$ cat config.mk
export PLATFORM = sky130hd
export DESIGN_NAME = sid_envelope_mv
export DESIGN_NICKNAME = d
export VERILOG_FILES = /design/src/rtl/sid_envelope_mv_pkg.sv /design/src/rtl/sid_envelope_step.sv /design/src/rtl/sid_envelope_mv.sv
export SDC_FILE = /design/constraint.sdc
export NUM_CORES = 1
export LEC_CHECK = 0
export ABC_AREA = 1
export ABC_CLOCK_PERIOD_IN_PS = 6700
export BUFFER_PORTS_ARGS = -buffer_cell sky130_fd_sc_hd__buf_2
export CELL_PAD_IN_SITES_DETAIL_PLACEMENT = 0
export CELL_PAD_IN_SITES_GLOBAL_PLACEMENT = 1
export CORE_ASPECT_RATIO = 1.2
export CORE_MARGIN = 4
export CORE_UTILIZATION = 47
export DETAILED_ROUTE_END_ITERATION = 10
export PLACE_DENSITY = 0.86
export SLEW_MARGIN = 30
export SYNTH_ARGS = -nofsm -noshare
export SYNTH_HDL_FRONTEND = slang
export SYNTH_SLANG_ARGS = --single-unit
$ cat constraint.sdc
create_clock -name clk -period 6.7 [get_ports clk]
set_clock_uncertainty 0.2 [all_clocks]
set_input_delay 0.335 -clock clk [delete_from_list [all_inputs] [get_ports clk]]
set_output_delay 0.335 -clock clk [all_outputs]
set_load 0.01 [all_outputs]
$ cat src/rtl/sid_envelope_mv_pkg.sv
// Shared definitions for the time-multiplexed SID envelope generator.
// Holds the per-voice state encoding, the per-voice register struct, the
// sequencer encoding, the ADSR rate-period table and the exponential divisor.
package sid;

  typedef enum logic [1:0] {
    ATTACK        = 2'd0,
    DECAY_SUSTAIN = 2'd1,
    RELEASE       = 2'd2
  } env_state_t;

  typedef enum logic {
    SEQ_IDLE = 1'b0,
    SEQ_RUN  = 1'b1
  } seq_state_t;

  typedef struct packed {
    logic       gate;
    logic [3:0] attack;
    logic [3:0] decay;
    logic [3:0] sustain;
    logic [3:0] release_;
  } envelope_reg_t;

  // SID cycles between rate events, indexed by the 4-bit rate nibble.
  localparam logic [15:0] ENV_RATE_PERIOD [16] = '{
    16'd8,    16'd31,   16'd62,   16'd94,
    16'd148,  16'd219,  16'd266,  16'd312,
    16'd391,  16'd976,  16'd1953, 16'd3125,
    16'd3906, 16'd11719, 16'd19531, 16'd31250
  };

  // Piecewise-linear approximation of the exponential decay/release curve:
  // number of rate events needed per envelope step at the current level.
  function automatic logic [4:0] exp_divisor(input env_state_t st, input logic [7:0] env);
    logic [4:0] d;
    if (st == ATTACK || env >= 8'h5D) d = 5'd1;
    else if (env >= 8'h36)            d = 5'd2;
    else if (env >= 8'h1A)            d = 5'd4;
    else if (env >= 8'h0E)            d = 5'd8;
    else if (env >= 8'h06)            d = 5'd16;
    else if (env >= 8'h01)            d = 5'd30;
    else                              d = 5'd1;
    return d;
  endfunction

endpackage

$ cat src/rtl/sid_envelope_step.sv
// Combinational next-state of one envelope voice, shared by all time slots.
// Ports: cfg (voice register), state/env/prev_gate/rate_cnt/exp_cnt (current
// voice state) in; nxt_state/nxt_env/nxt_rate_cnt/nxt_exp_cnt out.
module sid_envelope_step
  import sid::*;
#(
  parameter int RATE_W = 15,
  parameter int EXP_W  = 5
) (
  input  envelope_reg_t     cfg,
  input  env_state_t        state,
  input  logic              prev_gate,
  input  logic [7:0]        env,
  input  logic [RATE_W-1:0] rate_cnt,
  input  logic [EXP_W-1:0]  exp_cnt,
  output env_state_t        nxt_state,
  output logic [7:0]        nxt_env,
  output logic [RATE_W-1:0] nxt_rate_cnt,
  output logic [EXP_W-1:0]  nxt_exp_cnt
);

  logic [3:0]  rate_idx;
  logic [15:0] period;
  logic        rate_evt;
  logic        do_step;
  logic [4:0]  div;

  always_comb begin
    nxt_state    = state;
    rate_idx     = cfg.release_;
    period       = 16'd0;
    rate_evt     = 1'b0;
    nxt_rate_cnt = rate_cnt + RATE_W'(1);
    div          = 5'd1;
    do_step      = 1'b0;
    nxt_exp_cnt  = exp_cnt;
    nxt_env      = env;

    // 1) state transition
    if (cfg.gate && !prev_gate)
      nxt_state = ATTACK;
    else if (!cfg.gate)
      nxt_state = RELEASE;
    else if (state == ATTACK && env == 8'hFF)
      nxt_state = DECAY_SUSTAIN;

    // 2) rate index follows the new state
    case (nxt_state)
      ATTACK:        rate_idx = cfg.attack;
      DECAY_SUSTAIN: rate_idx = cfg.decay;
      default:       rate_idx = cfg.release_;
    endcase
    period = ENV_RATE_PERIOD[rate_idx];

    // 3) rate compare; the counter is never cleared on a gate change, and it
    //    wraps one short of its full range so a missed period costs a full
    //    lap (the original chip's ADSR delay bug).
    if (32'(rate_cnt) == 32'(period)) begin
      nxt_rate_cnt = '0;
      rate_evt     = 1'b1;
    end else if (rate_cnt == RATE_W'(32766)) begin
      nxt_rate_cnt = '0;
    end

    // 4) exponential prescale and envelope step
    div = exp_divisor(nxt_state, env);
    if (rate_evt) begin
      if (6'(exp_cnt) + 6'd1 >= 6'(div)) begin
        nxt_exp_cnt = '0;
        do_step     = 1'b1;
      end else begin
        nxt_exp_cnt = exp_cnt + EXP_W'(1);
      end
    end

    // Decrements stop at 00, so env stays frozen there until a rising gate
    // puts the voice back into ATTACK.
    if (do_step) begin
      case (nxt_state)
        ATTACK: begin
          if (env != 8'hFF) nxt_env = env + 8'd1;
        end
        DECAY_SUSTAIN: begin
          if (env != {cfg.sustain, cfg.sustain} && env != 8'h00) nxt_env = env - 8'd1;
        end
        default: begin
          if (env != 8'h00) nxt_env = env - 8'd1;
        end
      endcase
    end
  end

endmodule

$ cat src/rtl/sid_envelope_mv.sv
// Time-multiplexed SID ADSR envelope generator: each tick sweeps all voices,
// one voice per clk, through a shared step block.
// Ports: clk, res_n, tick in; reg_i per-voice config in; env_o per-voice
// envelope out; busy (sweep active), done (sweep end pulse), overrun (sticky).
module sid_envelope_mv
  import sid::*;
#(
  parameter int VOICES = 3,
  parameter int RATE_W = 15,
  parameter int EXP_W  = 5
) (
  input  logic                           clk,
  input  logic                           res_n,
  input  logic                           tick,
  input  envelope_reg_t [VOICES-1:0]     reg_i,
  output logic          [VOICES-1:0][7:0] env_o,
  output logic                           busy,
  output logic                           done,
  output logic                           overrun
);

  localparam int IDX_W = (VOICES > 1) ? $clog2(VOICES) : 1;

  seq_state_t       seq_q, seq_d;
  logic [IDX_W-1:0] idx_q, idx_d;
  logic             done_d;

  logic [7:0]        env_q       [VOICES];
  env_state_t        state_q     [VOICES];
  logic              prev_gate_q [VOICES];
  logic [RATE_W-1:0] rate_q      [VOICES];
  logic [EXP_W-1:0]  exp_q       [VOICES];

  envelope_reg_t     cur_cfg;
  env_state_t        nxt_state;
  logic [7:0]        nxt_env;
  logic [RATE_W-1:0] nxt_rate_cnt;
  logic [EXP_W-1:0]  nxt_exp_cnt;

  assign busy = (seq_q == SEQ_RUN);

  // Sequencer
  always_ff @(posedge clk or negedge res_n) begin
    if (!res_n) begin
      seq_q   <= SEQ_IDLE;
      idx_q   <= '0;
      done    <= 1'b0;
      overrun <= 1'b0;
    end else begin
      seq_q <= seq_d;
      idx_q <= idx_d;
      done  <= done_d;
      // A tick during a sweep is dropped; remember that it happened.
      if (tick && busy) overrun <= 1'b1;
    end
  end

  always_comb begin
    seq_d  = seq_q;
    idx_d  = idx_q;
    done_d = 1'b0;
    case (seq_q)
      SEQ_IDLE: begin
        if (tick) begin
          seq_d = SEQ_RUN;
          idx_d = '0;
        end
      end
      SEQ_RUN: begin
        if (idx_q == IDX_W'(VOICES - 1)) begin
          seq_d  = SEQ_IDLE;
          idx_d  = '0;
          done_d = 1'b1;
        end else begin
          idx_d = idx_q + IDX_W'(1);
        end
      end
      default: begin
        seq_d = SEQ_IDLE;
        idx_d = '0;
      end
    endcase
  end

  // Addressed voice through the shared step logic
  assign cur_cfg = reg_i[idx_q];

  sid_envelope_step #(
    .RATE_W (RATE_W),
    .EXP_W  (EXP_W)
  ) u_step (
    .cfg          (cur_cfg),
    .state        (state_q[idx_q]),
    .prev_gate    (prev_gate_q[idx_q]),
    .env          (env_q[idx_q]),
    .rate_cnt     (rate_q[idx_q]),
    .exp_cnt      (exp_q[idx_q]),
    .nxt_state    (nxt_state),
    .nxt_env      (nxt_env),
    .nxt_rate_cnt (nxt_rate_cnt),
    .nxt_exp_cnt  (nxt_exp_cnt)
  );

  // Voice state: only the slot's voice is written, the rest hold.
  always_ff @(posedge clk or negedge res_n) begin
    if (!res_n) begin
      for (int v = 0; v < VOICES; v++) begin
        env_q[v]       <= 8'h00;
        state_q[v]     <= RELEASE;
        prev_gate_q[v] <= 1'b0;
        rate_q[v]      <= '0;
        exp_q[v]       <= '0;
      end
    end else if (busy) begin
      env_q[idx_q]       <= nxt_env;
      state_q[idx_q]     <= nxt_state;
      prev_gate_q[idx_q] <= cur_cfg.gate;
      rate_q[idx_q]      <= nxt_rate_cnt;
      exp_q[idx_q]       <= nxt_exp_cnt;
    end
  end

  for (genvar v = 0; v < VOICES; v++) begin : g_env_out
    assign env_o[v] = env_q[v];
  end

endmodule

==> metrics.md <==
| Metric | Value |
|---|---|
| Fin. Hold Viols | 0 |
| Drt drc | 0 |
| Tmin final | 5.42 ns |
| Required @ worst endpoint | 6.74 ns |
| Critical path endpoint category | flip-flop |
| Sum Neg Setup Slack | 0 ns |
| Root Buffer | clkbuf_16 |
| Buffers on Ports | 80 |
| First-pass GRT wire length | 36500 um |
| P&R area growth vs syn | 10.7% |
| Initial antenna violation count | 0 |
| Fmax | 185 MHz |
| Share of layout cells above drive strength 1 | 17.9% |
| DR vias/cell | 5.43 |
| HP Class | in2reg |
| Critical path peak fanout | 38 |
| Fin crit share | 80.9% |
| Number of placement rows | 50 |
| Top FF cell, synth | dfrtp_1 |
| Core box area | 15600 um^2 |
| Largest cells by area after synthesis | dfrtp_1, nand2_1, nand3_1 |
| Via count | 7172 |
| Seq/Total Area, Yosys | 32.6% |
| MaxCap Viol Count | 0 |
| Setup CP Type | reg2reg |
| Slew @ Worst Pin | 0.891 ns |
| Number of DRC markers in iteration 0 | 577 |
| RSZ-0062 raised after global routing | false |
| Synth area leader | dfrtp_1 |
| Post-synth EDFFs | 0 |
| Count leader, synth | nand2_1 |
| Antenna Cells | 0 |
| Gr ovfl total | 0 |
| Die area | 18100 um^2 |
| Nets | 1183 |
| Most instantiated cells after synthesis | nand2_1, dfrtp_1, nand3_1, inv_1, nor2_1 |
| Yosys warning count | 0 |
| Die X | 124 um |
| Clock Path Buffers | 2 |
| CTS sink count | 98 |
| Final setup vio count | 0 |
| Max_slew headroom | 40.2% |
| Number of synthesized register bits | 98 |
| Critical Path Start Type | flip-flop |
| Final HPWL DP | 16300 um |
| Status | completed |
| Routed WL per cell | 17.1 um |
| Arr. time, crit path | 5.46 ns |
| Syn Nets | 1120 |
| CTS tree | done |
| Synth Cell Area | 7530 um^2 |
| Hold path depth | 3 |
| Async SR Flop Fraction | 100% |
| Top-area cell type share of the netlist area | 31.6% |
| WL final | 22500 um |
| Largest stage delay on the critical path | 0.61 ns |
| CTS buffer count | 9 |
| Clock latency on the worst-skew pair | 0.36 ns |
| Gate Count Post-Synth | 1045 |
| H-tree levels | 3 |
| Total I/O pin count | 81 |
| Die height | 147 um |
| Syn avg cell area | 7.20 um^2 |
| Fillers | 1568 |
| Antenna-violating nets left | 0 |
| Post-CTS Setup Bufs | 0 |
| Clk pin slew, worst setup/hold paths | 0.08 ns |
| Global placement routability congestion | 0.979 |
| Slew Viols, Final | 0 |
| DRT Pass-1 Iters | 5 |
| Largest net degree at the start of global routing | 51 |
| Initial core utilization | 48.1% |
| Vias in the first global route | 6941 |
| Tot GR Track Use | 25.7% |
| Reg2Reg Depth | 30 |
| Distinct cells, synth | 58 |
| CP max-delay cell | dfrtp_1 |
[critical path: cells and delay by family (launching register included)]
kind            cells  cell delay [ns]
buf+inv             5             1.02
compound gates      2             0.22
simple gates       21             2.63
flops               1             0.61
fa+ha+maj           2             0.57
[routing by layer]
metal / up-vias / share of wire [%] / global-route usage, %
met5: - / 0 / 0
met4: 0 / 3.3 / 8.86
met2: 197 / 51 / 43.9
met3: 48 / 4.0 / 3.56
li1: 3560 / - / -
met1: 3367 / 42 / 32.8
[path summary, 6_finish.rpt]
| path | from | end | slack (ns) |
|---|---|---|---|
| min in group asynchronous | res_n | rate_q[36] | 0.33 |
| max in group asynchronous | res_n | exp_q[8] | 4.87 |
| min | tick | overrun | 0.04 |
| min reg2reg | exp_q[12] | exp_q[12] | 0.28 |
| max reg2reg | idx_q[1] | exp_q[14] | 1.28 |
| max | idx_q[1] | exp_q[14] | 1.28 |
[cell families after synthesis]
kind of cell | count (synthesis) | synth area share, %
AO/OA/AOI/OAI | 141 | 12.2
XOR/XNOR | 19 | 2.31
adder cells (fa/ha/maj) | 21 | 3.49
buffers and inverters | 128 | 7.85
flip-flops | 98 | 32.6
AND/OR/NAND/NOR | 638 | 41.5
[metrics by stage]
stage               utilization [%]  hold slack, ns  worst slack, ns  area, um^2  std cells
finish                         53.3          0.0445             1.28        8340       1321
CTS                            53.3          0.0409             1.29        8330       1321
global placement               51.3           0.203             1.50        8030       1304
floorplan                         -          -0.161             2.31        7530       1045
global route                   53.3          0.0412            0.757        8340       1321
detailed placement             51.3           0.199             1.36        8030       1304
[cell type report]
| type | instances | area, um^2 | share of cell area (%) |
|---|---|---|---|
| inverters | 89 | 352 | 4.22 |
| flip-flops and latches | 98 | 2460 | 29.5 |
| clock buffers | 10 | 239 | 2.87 |
| repair buffers | 91 | 488 | 5.85 |
| multi-input cells | 819 | 4480 | 53.8 |
| well taps | 208 | 260 | 3.12 |
| clock inverters | 6 | 57.6 | 0.690 |
[cells in the final DEF (no fill, tap or decap), drive strengths merged, types with 11 or more instances in the layout]
| cell | instances |
|---|---|
| and2 | 14 |
| a221oi | 11 |
| a21oi | 19 |
| nand3 | 109 |
| a22oi | 14 |
| xor2 | 18 |
| ha | 21 |
| nor3 | 12 |
| nor2 | 67 |
| o21ai | 76 |
| buf | 90 |
| inv | 91 |
| nand2 | 400 |
| dfrtp | 95 |
| nand4 | 27 |
[repair_timing]
item / in CTS / in global routing
gates resized for setup: 0 / 0
hold buffers: 1 / 0
endpoints found under the hold margin: 46 / 0
endpoints found under the setup margin: 0 / 0
[sequential cells by signal, indices dropped and copies added (netlist names)]
signal       cells
prev_gate_q      3
env_o           24
exp_q           15
done             1
state_q          6
rate_q          45
busy             1
overrun          1
idx_q            2
Power is left out: the tool's default activity adds up to more than one toggle a clock period on the data nets, which glitch-free logic cannot reach.
